$ cat src/rtl/hazard_pkg.sv
// -----------------------------------------------------------------------------
// hazard_pkg
//   Shared constants, types and small helpers for the hazard/forwarding
//   controller of the 5-stage MIPS core.
//
//   Contents:
//     FWD_REG / FWD_MEM / FWD_WB : EX operand-mux select encodings
//     mdu_state_e               : MDU busy-timer FSM states
//     REG_ZERO                  : architectural register $0 (never forwarded)
//     reg_hit()                 : destination/source compare with $0 masking
//     fwd_select()              : priority encoder for one operand select
// -----------------------------------------------------------------------------
package hazard_pkg;

   // Operand select encodings. 2'b11 is never produced.
   localparam logic [1:0] FWD_REG = 2'b00;  // register file value
   localparam logic [1:0] FWD_MEM = 2'b01;  // ALU result now held in MEM
   localparam logic [1:0] FWD_WB  = 2'b10;  // write-back data now in WB

   localparam logic [4:0] REG_ZERO = 5'd0;

   typedef enum logic {
      MDU_IDLE = 1'b0,
      MDU_BUSY = 1'b1
   } mdu_state_e;

   // A producer matches a consumer only if it really writes, targets the same
   // register, and that register is not $0 (writes to $0 are discarded).
   function automatic logic reg_hit(input logic       we,
                                    input logic [4:0] dst,
                                    input logic [4:0] src);
      return we && (dst == src) && (dst != REG_ZERO);
   endfunction

   // The younger producer (EX) wins over the older one (MEM). A load in EX
   // cannot supply data from its ALU result, so it never selects FWD_MEM.
   function automatic logic [1:0] fwd_select(input logic ex_hit,
                                             input logic ex_load,
                                             input logic mem_hit);
      logic [1:0] sel;
      sel = FWD_REG;
      if (ex_hit && !ex_load) begin
         sel = FWD_MEM;
      end else if (mem_hit) begin
         sel = FWD_WB;
      end
      return sel;
   endfunction

endpackage : hazard_pkg

$ cat src/rtl/mdu_busy_timer.sv
// -----------------------------------------------------------------------------
// mdu_busy_timer
//   Tracks the latency of the multi-cycle multiply/divide unit. A start pulse
//   in IDLE moves the FSM to BUSY and loads MDU_LAT-1 into the down-counter;
//   BUSY lasts exactly MDU_LAT cycles (counter values MDU_LAT-1 .. 0) and the
//   FSM returns to IDLE on the edge that sees the counter at 0.
//
//   Parameters:
//     MDU_LAT : cycles from MDU start to HI/LO valid (must be >= 2)
//   Ports:
//     clk   in  : clock, rising edge
//     rst_n in  : synchronous active-low reset
//     start in  : MDU operation accepted this cycle (ignored while BUSY)
//     busy  out : MDU result not yet valid (FSM state == BUSY)
// -----------------------------------------------------------------------------
module mdu_busy_timer
   import hazard_pkg::*;
#(
   parameter int MDU_LAT = 32
) (
   input  logic clk,
   input  logic rst_n,
   input  logic start,
   output logic busy
);

   localparam int CW = (MDU_LAT > 2) ? $clog2(MDU_LAT) : 1;
   localparam logic [CW-1:0] CNT_LOAD = CW'(MDU_LAT - 1);
   localparam logic [CW-1:0] CNT_ONE  = CW'(1);

   mdu_state_e    state_d, state_q;
   logic [CW-1:0] cnt_d, cnt_q;

   always_comb begin
      state_d = state_q;
      cnt_d   = cnt_q;
      unique case (state_q)
         MDU_IDLE: begin
            if (start) begin
               state_d = MDU_BUSY;
               cnt_d   = CNT_LOAD;
            end
         end
         MDU_BUSY: begin
            // The cycle with counter 0 is still busy; HI/LO becomes valid
            // in the following (IDLE) cycle.
            if (cnt_q == '0) begin
               state_d = MDU_IDLE;
            end else begin
               cnt_d = cnt_q - CNT_ONE;
            end
         end
         default: begin
            state_d = MDU_IDLE;
            cnt_d   = '0;
         end
      endcase
   end

   always_ff @(posedge clk) begin
      if (!rst_n) begin
         state_q <= MDU_IDLE;
         cnt_q   <= '0;
      end else begin
         state_q <= state_d;
         cnt_q   <= cnt_d;
      end
   end

   assign busy = (state_q == MDU_BUSY);

endmodule : mdu_busy_timer

$ cat src/rtl/hazard_fwd_ctrl.sv
// -----------------------------------------------------------------------------
// hazard_fwd_ctrl
//   Hazard detection and forwarding control for the 5-stage MIPS pipeline.
//   Compares the ID source registers with the EX/MEM/WB destinations and
//   produces:
//     - registered EX operand selects (valid during the instruction's EX cycle)
//     - a registered MEM store-data select
//     - combinational WB->ID register-file bypass flags
//     - combinational load-use / MDU stall and EX flush
//   The MDU latency is tracked by the mdu_busy_timer sub-module.
//
//   Optional build macro: HAZARD_STALL_CNT_EN adds a 32-bit free-running
//   stall_cnt output counting cycles with stall_id = 1.
//
//   Stall handshake: when stall_id is 1 the ID instruction does not advance
//   (PC and IF/ID hold, ID/EX receives a bubble); an instruction advances from
//   ID to EX only on an edge where stall_id is 0.
//
//   Ports:
//     clk, rst_n                      : clock, synchronous active-low reset
//     id_*                            : ID-stage instruction decode info
//     ex_wbadd/ex_regwrite/ex_memread : EX destination, write enable, load
//     ex_rt/ex_is_store               : EX store-data register and store flag
//     mem_wbadd/mem_regwrite          : MEM destination and write enable
//     wb_wbadd/wb_regwrite            : WB destination and write enable
//     fwd_a_sel/fwd_b_sel             : registered EX rs/rt operand selects
//     mem_rt_fwd                      : registered MEM store-data select
//     id_byp_rs/id_byp_rt             : WB->ID bypass flags
//     stall_if/stall_id/flush_ex      : hazard stall and bubble insertion
//     mdu_busy                        : MDU result not yet valid
//     stall_cnt (optional)            : stall cycle counter
// -----------------------------------------------------------------------------
module hazard_fwd_ctrl
   import hazard_pkg::*;
#(
   parameter int MDU_LAT = 32
) (
   input  logic       clk,
   input  logic       rst_n,
   input  logic       id_valid,
   input  logic [4:0] id_rs,
   input  logic [4:0] id_rt,
   input  logic       id_uses_rs,
   input  logic       id_uses_rt,
   input  logic       id_is_store,
   input  logic       id_mdu_start,
   input  logic       id_reads_hilo,
   input  logic [4:0] ex_wbadd,
   input  logic       ex_regwrite,
   input  logic       ex_memread,
   input  logic [4:0] ex_rt,
   input  logic       ex_is_store,
   input  logic [4:0] mem_wbadd,
   input  logic       mem_regwrite,
   input  logic [4:0] wb_wbadd,
   input  logic       wb_regwrite,
   output logic [1:0] fwd_a_sel,
   output logic [1:0] fwd_b_sel,
   output logic       mem_rt_fwd,
   output logic       id_byp_rs,
   output logic       id_byp_rt,
   output logic       stall_if,
   output logic       stall_id,
   output logic       flush_ex,
   output logic       mdu_busy
`ifdef HAZARD_STALL_CNT_EN
   ,
   output logic [31:0] stall_cnt
`endif
);

   logic       rs_ex_hit, rt_ex_hit;
   logic       rs_mem_hit, rt_mem_hit;
   logic       rs_ld_match, rt_ld_match;
   logic       ld_haz, mdu_haz, stall;
   logic       mdu_accept;
   logic       mdu_busy_w;

   logic [1:0] fwd_a_d, fwd_a_q;
   logic [1:0] fwd_b_d, fwd_b_q;
   logic       mem_rt_fwd_d, mem_rt_fwd_q;

   // ---------------------------------------------------------------------
   // Register compares
   // ---------------------------------------------------------------------
   assign rs_ex_hit  = reg_hit(ex_regwrite,  ex_wbadd,  id_rs);
   assign rt_ex_hit  = reg_hit(ex_regwrite,  ex_wbadd,  id_rt);
   assign rs_mem_hit = reg_hit(mem_regwrite, mem_wbadd, id_rs);
   assign rt_mem_hit = reg_hit(mem_regwrite, mem_wbadd, id_rt);

   // WB writes the register file in the first half of the cycle in spirit;
   // this bypass lets ID read the value being written this cycle.
   assign id_byp_rs = reg_hit(wb_regwrite, wb_wbadd, id_rs);
   assign id_byp_rt = reg_hit(wb_regwrite, wb_wbadd, id_rt);

   // ---------------------------------------------------------------------
   // Hazards
   // ---------------------------------------------------------------------
   // A load in EX has no data until the end of MEM, so a dependent EX use
   // must wait one cycle. A store that needs the loaded value only as store
   // data can proceed: the value is forwarded into MEM via mem_rt_fwd.
   assign rs_ld_match = id_uses_rs && (id_rs == ex_wbadd);
   assign rt_ld_match = id_uses_rt && (id_rt == ex_wbadd) && !id_is_store;

   assign ld_haz = id_valid && ex_memread && (ex_wbadd != REG_ZERO) &&
                   (rs_ld_match || rt_ld_match);

   // HI/LO readers and a second MDU op wait until the MDU has finished.
   assign mdu_haz = id_valid && mdu_busy_w && (id_reads_hilo || id_mdu_start);

   assign stall    = ld_haz || mdu_haz;
   assign stall_if = stall;
   assign stall_id = stall;
   assign flush_ex = stall;

   // An MDU op is launched only when it actually leaves ID.
   assign mdu_accept = id_mdu_start && id_valid && !stall;

   mdu_busy_timer #(
      .MDU_LAT (MDU_LAT)
   ) u_mdu_busy_timer (
      .clk   (clk),
      .rst_n (rst_n),
      .start (mdu_accept),
      .busy  (mdu_busy_w)
   );

   assign mdu_busy = mdu_busy_w;

   // ---------------------------------------------------------------------
   // Forwarding selects
   // ---------------------------------------------------------------------
   // On a stall edge a bubble enters EX, so the selects are forced to the
   // register file; the stalled instruction recomputes them next cycle.
   always_comb begin
      fwd_a_d = FWD_REG;
      fwd_b_d = FWD_REG;
      if (!stall) begin
         fwd_a_d = fwd_select(rs_ex_hit, ex_memread, rs_mem_hit);
         fwd_b_d = fwd_select(rt_ex_hit, ex_memread, rt_mem_hit);
      end
   end

   // The store now in EX reaches MEM next cycle while its producer (in MEM
   // now) reaches WB, so store data is taken from the WB write data.
   assign mem_rt_fwd_d = ex_is_store && reg_hit(mem_regwrite, mem_wbadd, ex_rt);

   always_ff @(posedge clk) begin
      if (!rst_n) begin
         fwd_a_q      <= FWD_REG;
         fwd_b_q      <= FWD_REG;
         mem_rt_fwd_q <= 1'b0;
      end else begin
         fwd_a_q      <= fwd_a_d;
         fwd_b_q      <= fwd_b_d;
         mem_rt_fwd_q <= mem_rt_fwd_d;
      end
   end

   assign fwd_a_sel  = fwd_a_q;
   assign fwd_b_sel  = fwd_b_q;
   assign mem_rt_fwd = mem_rt_fwd_q;

   // ---------------------------------------------------------------------
   // Optional stall statistics
   // ---------------------------------------------------------------------
`ifdef HAZARD_STALL_CNT_EN
   logic [31:0] stall_cnt_d, stall_cnt_q;

   // Wraps naturally modulo 2^32.
   assign stall_cnt_d = stall ? (stall_cnt_q + 32'd1) : stall_cnt_q;

   always_ff @(posedge clk) begin
      if (!rst_n) begin
         stall_cnt_q <= 32'd0;
      end else begin
         stall_cnt_q <= stall_cnt_d;
      end
   end

   assign stall_cnt = stall_cnt_q;
`endif

endmodule : hazard_fwd_ctrl

$ cat config.mk
export PLATFORM = sky130hd
export DESIGN_NAME = hazard_fwd_ctrl
export DESIGN_NICKNAME = d
export VERILOG_FILES = /design/src/rtl/hazard_pkg.sv /design/src/rtl/mdu_busy_timer.sv /design/src/rtl/hazard_fwd_ctrl.sv
export SDC_FILE = /design/constraint.sdc
export NUM_CORES = 1
export LEC_CHECK = 0
export ABC_AREA = 1
export BUFFER_PORTS_ARGS = -buffer_cell sky130_fd_sc_hd__buf_2
export CAP_MARGIN = 10
export CORE_ASPECT_RATIO = 1.4
export CORE_MARGIN = 5
export CORE_UTILIZATION = 49
export DETAILED_ROUTE_END_ITERATION = 10
export GPL_TIMING_DRIVEN = 0
export PLACE_DENSITY = 0.93
export SLEW_MARGIN = 15
export SYNTH_ARGS = -nofsm -noshare
export SYNTH_HDL_FRONTEND = slang
export SYNTH_SLANG_ARGS = --single-unit
$ cat constraint.sdc
create_clock -name clk -period 3.3 [get_ports clk]
set_input_delay 0.495 -clock clk [delete_from_list [all_inputs] [get_ports clk]]
set_output_delay 0.495 -clock clk [all_outputs]
set_load 0.02 [all_outputs]
==> results.cfg <==
[run_status]
status = complete, no violations

[logic_synthesis]
ys_ff_latch = 11
netlist.area_leader.share_pct = 20.1
synthCells = 179
netlist_area_um2 = 1100
synth.area.top_cells = dfxtp_1 (20%), nand2_1 (14%), inv_1 (11%)
yosysTopAreaCell = dfxtp_1
seq_area_frac_synth_pct = 20.1
synth_fp_nets = 224
yosysUniqueCellTypes = 28
yosysWarnings = 0
synth_area_per_cell_um2 = 6.12

[layout]
area_growth_pct = 29.1
drive_gt1_share_pct = 31.4
diodes = 0
final_cell_count_no_fill = 258
nets = 282
fill_cells = 213

[sta]
fin_crit_ns = 2.12
slew_viol_final = 0
setup_tns_ns = 0
max_freq_ghz = 0.472
finalHoldViolCount = 0
rsz0062_at_grt = false
post-route-period-util_pct = 64.3
tightest_slew_ns = 0.269
skew_ns = 0.00757
slew_headroom_pct = 81.9
setup_viol = 0

[worst_setup_path]
worst-r2r-cell-count = 10
worst-r2r-setup-slack_ns = 1.98
reg2reg_to = u_mdu_busy_timer.cnt_q[4]$_SDFFE_PN0P_
end_kind = primary output
worstPathMaxFanout = 5
required_ns = 2.80
start_kind = input port
worstSetupPathType = input port to primary output
critPathLaunch = id_rs[0]
crit_arrival_ns = 1.63
r2r-start = u_mdu_busy_timer.cnt_q[0]$_SDFFE_PN0P_

[grt]
grt_usage_pct = 18.2
grt_max_degree = 10
grt_pass1_wl_mm = 4.81
antenna_found_initial = 0
grt_pass1_vias = 1220
overflow = 0

[clock_network]
cts_tree = built
ctsHoldBuffers = 0
path_clk_slew_ns = 0.06
root_buffer = clkbuf_4
clock_path_buffers = 2
clock_latency_ns = 0.27
cts_setup_buffers = 0
cts.sinks = 11
htree_levels = 1
cts_resized = 0
numCtsBuffers = 3

[floorplanning]
die_area_um2 = 3300
rows = 20
core-area_um2 = 2150
ios = 54
start_util_pct = 50.9
die_y_um = 66.0
fp.dieW_um = 50.0

[detailed_routing]
drc = 0
via_per_inst = 5.16
drtPass1Iterations = 4
antenna_left = 0
dr_total_vias = 1332
postRouteWirelength_mm = 2.85
wl_per_cell_um = 11.1
drt_iter0_drc = 23

[pwr]
p_sw_mw = 0.146
p_per_area_nw_per_um2 = 286
clockPowerShare_pct = 22.8
vdd_drop_max_v = 0.000138
combPwrFrac_pct = 40.0
power.share.sequential_pct = 37.1
power.share.switching_pct = 36.0
leakagePower_nw = 0.831
power.internal_mw = 0.259

[min_path]
min_path_type = input port to register
hold_start = ex_is_store
hold_path_end = mem_rt_fwd$_SDFF_PN0_
min_path_cells = 3

[placement]
routabilityCongestion = 0.921
io_buffers = 53
place_inst = 254
dp_hpwl_mm = 2.49

[job]
maxCapViolCount = 0
## flip-flops by register name (all words and copies together) (netlist names)
signal                  count
fwd_a_sel                   2
fwd_b_sel                   2
mem_rt_fwd                  1
u_mdu_busy_timer.busy       1
u_mdu_busy_timer.cnt_q      5
## kinds of logic after synthesis
logic type	Yosys count	share of synthesized area, %
and+or+nand+nor	89	38.9
buffers and inverters	39	14.0
AOI/OAI and AO/OA	24	13.5
xor gates and xnor gates	14	11.2
DFF	11	20.1
adders and majority gates	2	2.28
## cell usage in the layout, fill, tap and decap left out, drive strengths merged, types with 2 or more instances in the layout
cell type and n:
nand4 5, nor2 13, o2111ai 4, nand2 48, a21oi 4, nand3 10
nor3 3, xor2 3, nand3b 3, xnor2 11, o21ai 10, inv 37
o22ai 2, nor4 4, dfxtp 11, buf 55, ha 2, clkbuf 4
or2 2
## area by class of cell
class / instances / area [um^2] / area share [%]
Timing Repair Buffer: 53 / 265 / 18.7
Inverter: 37 / 139 / 9.81
Multi-Input combinational cell: 129 / 722 / 51.0
Clock buffer: 4 / 26.3 / 1.86
Tap cell: 22 / 27.5 / 1.95
Sequential cell: 11 / 220 / 15.6
Buffer: 2 / 15.0 / 1.06
## how the worst max path moves through the flow
stage	endpoint	slack (ns)	cells after the start
after floorplan	stall_id	1.35	11
after global placement	stall_id	1.19	13
after detailed placement	stall_id	1.17	13
after CTS	stall_id	1.17	13
after global routing	stall_id	1.05	13
final	stall_if	1.18	13
## Yosys cell counts
master     number
nand3b_1        3
nor4_1          4
nand2_1        42
nand4_1         5
nand3_1        10
and3b_1         1
nor3_1          3
xor2_1          3
nor2_1         10
o21ai_1         1
o31ai_1         1
o22ai_1         2
nand2_4         2
xnor2_1        11
a21oi_1         4
inv_2           5
a31oi_1         1
dfxtp_1        11
nor2_2          3
buf_4           2
o2111ai_1       4
o221ai_1        1
ha_1            2
nand2_2         4
or2_2           2
o21ai_0         9
inv_1          32
o211ai_1        1
## critical path, cell delays in order
cell and delay [ns]:
buf_2 0.08, inv_1 0.08, nand2_1 0.06, o21ai_0 0.07, nor2_1 0.14, nand4_1 0.09, nand2_1 0.08, nand2_2 0.08
nand2_2 0.06, nand2_2 0.06, inv_1 0.08, buf_4 0.10, buf_2 0.15
## power by group through the flow
stage / sequential, mW / clock, mW / combinational, mW
2_1_floorplan: 0.153 / 0 / 0.101
3_3_place_gp: 0.153 / 0 / 0.158
3_5_place_dp: 0.153 / 0 / 0.161
4_1_cts: 0.150 / 0.0947 / 0.162
5_1_grt: 0.151 / 0.104 / 0.185
6_report: 0.150 / 0.0924 / 0.162
## per-stage QoR
stage / setup WS [ns] / hold slack [ns] / total power, mW / utilization [%] / area (um^2)
2_1_floorplan: 1.35 / 0.527 / 0.254 / - / 1100
3_3_place_gp: 1.19 / 0.555 / 0.311 / 64.5 / 1390
3_5_place_dp: 1.17 / 0.558 / 0.314 / 64.5 / 1390
4_1_cts: 1.17 / 0.484 / 0.407 / 65.8 / 1420
5_1_grt: 1.05 / 0.497 / 0.440 / 65.8 / 1420
6_report: 1.18 / 0.488 / 0.405 / 65.8 / 1420
## routing by layer
metal / GRT usage (%) / vias up / share of wire (%) / routed length [um]
met5: 0 / - / 0 / 0
met4: 5.90 / 0 / 1.2 / 33
met3: 3.61 / 5 / 6.5 / 184
met2: 34.9 / 40 / 55 / 1580
met1: 19.2 / 596 / 37 / 1060
li1: - / 691 / - / -
No activity file was read; power rests on OpenSTA's default activity.
